[src/rtl/riscv_ctrl_pkg.sv]
// Shared encodings for the RV32I multi-cycle control FSM: state codes,
// major opcodes, datapath mux selects and ALU-control operation classes.
package riscv_ctrl_pkg;

    // FSM state encoding (4 bits, visible on state_o)
    localparam logic [3:0] S_RESET    = 4'd0;
    localparam logic [3:0] S_FETCH    = 4'd1;
    localparam logic [3:0] S_DECODE   = 4'd2;
    localparam logic [3:0] S_EXEC_R   = 4'd3;
    localparam logic [3:0] S_EXEC_I   = 4'd4;
    localparam logic [3:0] S_ALU_WB   = 4'd5;
    localparam logic [3:0] S_MEM_ADDR = 4'd6;
    localparam logic [3:0] S_MEM_RD   = 4'd7;
    localparam logic [3:0] S_MEM_WB   = 4'd8;
    localparam logic [3:0] S_MEM_WR   = 4'd9;
    localparam logic [3:0] S_BRANCH   = 4'd10;
    localparam logic [3:0] S_JAL      = 4'd11;
    localparam logic [3:0] S_TRAP     = 4'd12;

    // Major opcodes (instr[6:0])
    localparam logic [6:0] OP_R      = 7'b0110011;
    localparam logic [6:0] OP_I      = 7'b0010011;
    localparam logic [6:0] OP_LOAD   = 7'b0000011;
    localparam logic [6:0] OP_STORE  = 7'b0100011;
    localparam logic [6:0] OP_BRANCH = 7'b1100011;
    localparam logic [6:0] OP_JAL    = 7'b1101111;

    // Branch funct3 values handled by this core
    localparam logic [2:0] F3_BEQ = 3'b000;
    localparam logic [2:0] F3_BNE = 3'b001;

    // PC source select
    localparam logic [1:0] PC_SRC_ALU  = 2'd0;
    localparam logic [1:0] PC_SRC_BR   = 2'd1;
    localparam logic [1:0] PC_SRC_JUMP = 2'd2;

    // Register write-back select
    localparam logic [1:0] WB_ALU = 2'd0;
    localparam logic [1:0] WB_MEM = 2'd1;
    localparam logic [1:0] WB_PC4 = 2'd2;

    // ALU operand A select
    localparam logic [1:0] SRC_A_PC    = 2'd0;
    localparam logic [1:0] SRC_A_RS1   = 2'd1;
    localparam logic [1:0] SRC_A_OLDPC = 2'd2;

    // ALU operand B select
    localparam logic [1:0] SRC_B_RS2  = 2'd0;
    localparam logic [1:0] SRC_B_FOUR = 2'd1;
    localparam logic [1:0] SRC_B_IMM  = 2'd2;

    // Operation class passed to ALU control
    localparam logic [1:0] ALU_ADD   = 2'd0;
    localparam logic [1:0] ALU_SUB   = 2'd1;
    localparam logic [1:0] ALU_FUNCT = 2'd2;

    // States whose exit to FETCH marks an instruction as retired
    function automatic logic is_retire_state(input logic [3:0] s);
        return (s == S_ALU_WB) || (s == S_MEM_WB) || (s == S_MEM_WR) ||
               (s == S_BRANCH) || (s == S_JAL);
    endfunction

endpackage

[src/rtl/riscv_ctrl_perf_cnt.sv]
// Cycle and retired-instruction counters for the multi-cycle control FSM.
// Both counters wrap modulo 2^CNT_W.
module riscv_ctrl_perf_cnt #(
    parameter int CNT_W = 32
) (
    input  logic             clk_i,
    input  logic             rst_i,
    input  logic             count_cycle_i,
    input  logic             retire_i,
    output logic [CNT_W-1:0] cycle_cnt_o,
    output logic [CNT_W-1:0] instret_cnt_o
);

    localparam logic [CNT_W-1:0] CNT_ONE = 1;

    logic [CNT_W-1:0] cycle_q, cycle_d;
    logic [CNT_W-1:0] instret_q, instret_d;

    // Next count values
    always_comb begin
        cycle_d   = count_cycle_i ? cycle_q + CNT_ONE : cycle_q;
        instret_d = retire_i ? instret_q + CNT_ONE : instret_q;
    end

    // Counter registers
    always_ff @(posedge clk_i or posedge rst_i) begin
        if (rst_i) begin
            cycle_q   <= '0;
            instret_q <= '0;
        end else begin
            cycle_q   <= cycle_d;
            instret_q <= instret_d;
        end
    end

    assign cycle_cnt_o   = cycle_q;
    assign instret_cnt_o = instret_q;

endmodule

[src/rtl/riscv_multicycle_ctrl.sv]
// Multi-cycle control FSM for the RV32I datapath. Sequences each instruction
// through fetch/decode/execute/memory/write-back, drives mux selects, write
// enables and the req/ready memory handshake, and traps on unknown opcodes,
// unsupported branch funct3 values or a memory wait timeout.
// Memory handshake: mem_req is held high until the cycle in which mem_ready is
// seen high; that cycle completes the access. mem_ready is ignored while
// mem_req is low.
// Optional performance counters are built when RISCV_CTRL_PERF_EN is defined.
module riscv_multicycle_ctrl #(
    parameter int MEM_WAIT_MAX = 255,
    parameter int CNT_W        = 32
) (
    input  logic             clk,
    input  logic             rst,
    input  logic [6:0]       opcode,
    input  logic [2:0]       funct3,
    input  logic             zero,
    input  logic             mem_ready,
    output logic             ir_write,
    output logic             pc_write,
    output logic [1:0]       pc_src,
    output logic             mem_req,
    output logic             mem_we,
    output logic             iord,
    output logic             reg_write,
    output logic [1:0]       wb_sel,
    output logic [1:0]       alu_src_a,
    output logic [1:0]       alu_src_b,
    output logic [1:0]       alu_op,
    output logic             illegal,
    output logic [3:0]       state_o
`ifdef RISCV_CTRL_PERF_EN
    ,
    output logic [CNT_W-1:0] cycle_cnt,
    output logic [CNT_W-1:0] instret_cnt
`endif
);

    import riscv_ctrl_pkg::*;

    localparam int WAIT_W = (MEM_WAIT_MAX > 1) ? $clog2(MEM_WAIT_MAX + 1) : 1;
    localparam logic [WAIT_W-1:0] WAIT_ONE   = 1;
    localparam logic [WAIT_W-1:0] WAIT_LIMIT = WAIT_W'(MEM_WAIT_MAX);

    logic [3:0]        state_q, state_d;
    logic [WAIT_W-1:0] wait_q, wait_d;
    logic [WAIT_W-1:0] wait_inc;
    logic              wait_hit;
    logic              br_known;
    logic              br_taken;

    // Branch resolution and memory wait timeout detection
    always_comb begin
        br_known = (funct3 == F3_BEQ) || (funct3 == F3_BNE);
        br_taken = ((funct3 == F3_BEQ) && zero) || ((funct3 == F3_BNE) && !zero);
        wait_inc = wait_q + WAIT_ONE;
        wait_hit = (MEM_WAIT_MAX != 0) && (wait_inc == WAIT_LIMIT);
    end

    // Next-state and wait-counter logic; the counter clears on any state exit
    always_comb begin
        state_d = state_q;
        wait_d  = '0;
        case (state_q)
            S_RESET: state_d = S_FETCH;
            S_FETCH, S_MEM_RD, S_MEM_WR: begin
                if (mem_ready) begin
                    case (state_q)
                        S_FETCH:  state_d = S_DECODE;
                        S_MEM_RD: state_d = S_MEM_WB;
                        default:  state_d = S_FETCH;
                    endcase
                end else if (wait_hit) begin
                    state_d = S_TRAP;
                end else begin
                    wait_d = wait_inc;
                end
            end
            S_DECODE: begin
                case (opcode)
                    OP_R:               state_d = S_EXEC_R;
                    OP_I:               state_d = S_EXEC_I;
                    OP_LOAD, OP_STORE:  state_d = S_MEM_ADDR;
                    OP_BRANCH:          state_d = S_BRANCH;
                    OP_JAL:             state_d = S_JAL;
                    default:            state_d = S_TRAP;
                endcase
            end
            S_EXEC_R, S_EXEC_I: state_d = S_ALU_WB;
            S_ALU_WB:           state_d = S_FETCH;
            S_MEM_ADDR:         state_d = (opcode == OP_LOAD) ? S_MEM_RD : S_MEM_WR;
            S_MEM_WB:           state_d = S_FETCH;
            S_BRANCH:           state_d = br_known ? S_FETCH : S_TRAP;
            S_JAL:              state_d = S_FETCH;
            S_TRAP:             state_d = S_TRAP;
            default:            state_d = S_TRAP;
        endcase
    end

    // State and wait-counter registers
    always_ff @(posedge clk or posedge rst) begin
        if (rst) begin
            state_q <= S_RESET;
            wait_q  <= '0;
        end else begin
            state_q <= state_d;
            wait_q  <= wait_d;
        end
    end

    // Datapath controls decoded from the state register (plus ready/taken gating)
    always_comb begin
        ir_write  = 1'b0;
        pc_write  = 1'b0;
        pc_src    = PC_SRC_ALU;
        mem_req   = 1'b0;
        mem_we    = 1'b0;
        iord      = 1'b0;
        reg_write = 1'b0;
        wb_sel    = WB_ALU;
        alu_src_a = SRC_A_PC;
        alu_src_b = SRC_B_RS2;
        alu_op    = ALU_ADD;
        illegal   = 1'b0;
        case (state_q)
            S_FETCH: begin
                mem_req   = 1'b1;
                alu_src_b = SRC_B_FOUR;
                ir_write  = mem_ready;
                pc_write  = mem_ready;
            end
            S_DECODE: begin
                alu_src_a = SRC_A_OLDPC;
                alu_src_b = SRC_B_IMM;
            end
            S_EXEC_R: begin
                alu_src_a = SRC_A_RS1;
                alu_op    = ALU_FUNCT;
            end
            S_EXEC_I: begin
                alu_src_a = SRC_A_RS1;
                alu_src_b = SRC_B_IMM;
                alu_op    = ALU_FUNCT;
            end
            S_ALU_WB: reg_write = 1'b1;
            S_MEM_ADDR: begin
                alu_src_a = SRC_A_RS1;
                alu_src_b = SRC_B_IMM;
            end
            S_MEM_RD: begin
                mem_req = 1'b1;
                iord    = 1'b1;
            end
            S_MEM_WB: begin
                reg_write = 1'b1;
                wb_sel    = WB_MEM;
            end
            S_MEM_WR: begin
                mem_req = 1'b1;
                iord    = 1'b1;
                mem_we  = 1'b1;
            end
            S_BRANCH: begin
                alu_src_a = SRC_A_RS1;
                alu_op    = ALU_SUB;
                pc_src    = PC_SRC_BR;
                pc_write  = br_known && br_taken;
            end
            S_JAL: begin
                reg_write = 1'b1;
                wb_sel    = WB_PC4;
                pc_write  = 1'b1;
                pc_src    = PC_SRC_JUMP;
            end
            S_TRAP: illegal = 1'b1;
            default: ;
        endcase
    end

    assign state_o = state_q;

`ifdef RISCV_CTRL_PERF_EN
    logic count_cycle;
    logic retire;

    // Counter enables: active cycles, and exits to FETCH that complete an instruction
    always_comb begin
        count_cycle = (state_q != S_RESET) && (state_q != S_TRAP);
        retire      = (state_d == S_FETCH) && is_retire_state(state_q);
    end

    riscv_ctrl_perf_cnt #(
        .CNT_W (CNT_W)
    ) u_perf_cnt (
        .clk_i         (clk),
        .rst_i         (rst),
        .count_cycle_i (count_cycle),
        .retire_i      (retire),
        .cycle_cnt_o   (cycle_cnt),
        .instret_cnt_o (instret_cnt)
    );
`endif

endmodule
[config.mk]
export PLATFORM = sky130hd
export DESIGN_NAME = riscv_multicycle_ctrl
export DESIGN_NICKNAME = d
export VERILOG_FILES = /design/src/rtl/riscv_ctrl_pkg.sv /design/src/rtl/riscv_ctrl_perf_cnt.sv /design/src/rtl/riscv_multicycle_ctrl.sv
export SDC_FILE = /design/constraint.sdc
export NUM_CORES = 1
export LEC_CHECK = 0
export BUFFER_PORTS_ARGS = -buffer_cell sky130_fd_sc_hd__buf_2
export CAP_MARGIN = 40
export CORE_MARGIN = 3
export CORE_UTILIZATION = 50
export DETAILED_ROUTE_END_ITERATION = 10
export GPL_TIMING_DRIVEN = 0
export MAX_ROUTING_LAYER = met4
export PLACE_DENSITY = 0.81
export SLEW_MARGIN = 20
export SYNTH_ARGS = -nofsm -noshare
export SYNTH_HDL_FRONTEND = slang
export SYNTH_HIERARCHICAL = 1
export SYNTH_SLANG_ARGS = --single-unit
[constraint.sdc]
create_clock -name clk -period 3 [get_ports clk]
set_clock_uncertainty 0.05 [all_clocks]
set_input_delay 0.45 -clock clk [delete_from_list [all_inputs] [get_ports clk]]
set_output_delay 0.45 -clock clk [all_outputs]
set_load 0.02 [all_outputs]
==> summary.txt <==
Logic synthesis
  • Average size of a mapped cell: 7.597 um2
  • Synth Register Bits: 12
  • Top cells by area, synth: dfrtp_1 31%, nor2_1 7.1%, xor2_1 4.6%
  • Main flop type after synthesis: dfrtp_1
  • Synth unique cells: 34
  • Ys async rst share: 100.0%
  • Synth area leader: dfrtp_1
  • Mapped Cells: 126
  • Yosys top cell area share: 31.37%
  • Synth warn: 6
  • Syn nets: 142
  • Post-Syn Area: ~960 um2
  • Seq/Total Area, Yosys: 31.37%
  • Post-synth EDFFs: 0

Die
  • Initial Util: 54.26%
  • I/O Pins: 35
  • Die W: 49.76 um
  • Row count: 15
  • Core area: 1764 um2
  • Die Span Y: roughly 50 um
  • Die area: 2476 um2

CTS
  • Clk pin slew, worst setup/hold paths: 0.07 ns
  • Sink Count: 12
  • Root Buffer: clkbuf_4
  • # Post-CTS Setup Buffers: 0
  • Resize count post-CTS: 0
  • Skew-Pair Late Insertion Delay: 0.28 ns
  • CTS tree: built
  • H-tree depth: 1
  • Hold Buf Count CTS: 0
  • Clk buf depth: 2
  • CTS Buf Count: 3

Critical path
  • CP Capture Type: output pin
  • Reg2Reg Depth: 6
  • CP Class: flop to output pin
  • Max FO, Critical Path: 10
  • Data required, critical path: 2.50 ns
  • CP Launch Type: flop
  • CP arrival: 1.95 ns

Placed design
  • IO Port Bufs: 34
  • DP Wirelength: 1.828 mm
  • DP Worst Slack: 0.8679 ns
  • Routability congestion estimate: 0.8876

Global routing
  • M2 GR Usage: approximately a third
  • Global Route Usage Sum: 21.63%
  • M3 GR Usage: slightly above 6%
  • M1 GR Usage: a little over a quarter
  • Largest net degree at the start of global routing: 13
  • Overflow after GRT: 0
  • First-pass GRT wire length: 4.077 mm
  • Number of global-route vias before repair: 973
  • Initial antenna violation count: 0
  • Most Used Layer, Global Route: met2

Run status
  • Status: finished, final reports clean

Cells and area
  • Antenna diodes: 0
  • Most common cell after layout, fill and taps aside: buf_2
  • Area occupied by multi-input gates: just over 600 um2
  • Share of cells above drive strength 1: 26.22%
  • Most frequent cells in the layout: 34 x buf_2, 18 x nor2_1, 12 x dfrtp_1, 10 x nand2_1
  • NumNets Final: 181
  • Fill cells: 174
  • Area growth syn-to-layout: 24.84%
  • Reg area: 300.3 um2

Route
  • Via density: roughly 5.5
  • Routed wire length per instance: 12.37 um
  • TritonRoute pass-1 iters: 4
  • Final WL: 2.338 mm
  • Post-route ant nets: 0
  • Vias: roughly 1000
  • Initial DRC count: 27
  • Drc violations: 0

Pwr
  • Worst vdd ir: 0.0003123 V
  • Pwr dens: 311.9 nW/um2
  • Leakage: 0.5555 nW

Timing
  • Slew Viols, Final: 0
  • Fmax: 0.4074 GHz
  • Minimum clock period: 2.454 ns
  • Hold Vio Cnt, Final: 0
  • Unrepaired setup endpoints after global routing: no
  • Max-Slew Margin vs Limit: 70.72%
  • PnR worst setup slack: 0.5456 ns
  • Final period util: 81.81%
  • Final Setup Violations: 0
  • Worst-Margin Slew: 0.4359 ns
  • Setup_tns: 0 ns

Worst hold path
  • Worst min-delay path class: input port to asynchronous set/reset pin

Run
  • Maxcap violations: 0
-- path summary, 6_finish.rpt --
path	startpoint	slack, ns	end
max reg2reg	wait_q[0]	0.95	state_o[1]
max in group asynchronous	rst	2.49	wait_q[2]
min reg2reg	wait_q[0]	0.47	wait_q[0]
min in group clk	wait_q[0]	0.47	wait_q[0]
min	rst	0.10	state_o[0]
max	state_o[2]	0.55	alu_src_a[0]
-- synth_stat cells (all sizes together), types with 3 or more instances --
| master | number |
|---|---|
| nor4 | 3 |
| nor3 | 8 |
| nor2b | 4 |
| a21oi | 8 |
| or3 | 3 |
| nand2b | 4 |
| dfrtp | 12 |
| xnor2 | 3 |
| nand3 | 4 |
| o21ai | 9 |
| clkbuf | 6 |
| nor2 | 18 |
| xor2 | 5 |
| inv | 6 |
| nand2 | 10 |
-- routing by layer --
metal / vias up / share of wire [%]
met5: - / 0
met4: 0 / 0.26
met3: 2 / 8.4
met2: 50 / 45
met1: 472 / 46
li1: 524 / -
-- layout make-up --
cell class	count	area share, %
buffer	7	2.513
clock buffer	4	3.037
timing repair buffer	34	14.24
multi-input combinational	101	50.58
inverter	6	1.885
tap	25	2.618
sequential	12	25.13
-- sequential cells by signal, summed over array words and instances, names as in the netlist --
register  count
wait_q        8
state_o       4
-- worst max-delay path: stages, from the launching register on --
cell      delay (ns)
dfrtp_1         0.34
clkbuf_1        0.31
clkbuf_1        0.37
nor2b_1         0.26
a21oi_1         0.06
o32ai_1         0.13
buf_2           0.20
-- per-stage QoR --
step           util [%]  std cells  total power, mW  hold WS, ns  instance area (um2)
2_1_floorplan         -        126           0.2194       0.2647                957.2
3_3_place_gp      65.67        185           0.2465       0.4207                 1159
3_5_place_dp      65.67        185           0.2486       0.4179                 1159
4_1_cts           67.73        189           0.3760       0.1180                 1195
5_1_grt           67.73        189           0.3940       0.1214                 1195
6_report          67.73        189           0.3727       0.1050                 1195
-- cell families after synthesis --
family | synth area share [%]
buf+inv | 5.490
simple gates | 29.54
xor+xnor | 7.321
compound gates | 23.66
flops | 31.37
fa+ha+maj | 2.614
-- power by group --
part,switching (mW),internal [mW],total [mW]
logic,0.0518,0.0277,0.0795
registers,0.00191,0.164,0.166
clock network,0.0530,0.0738,0.127
total,0.107,0.266,0.373
(Power assumes the default switching activity.)
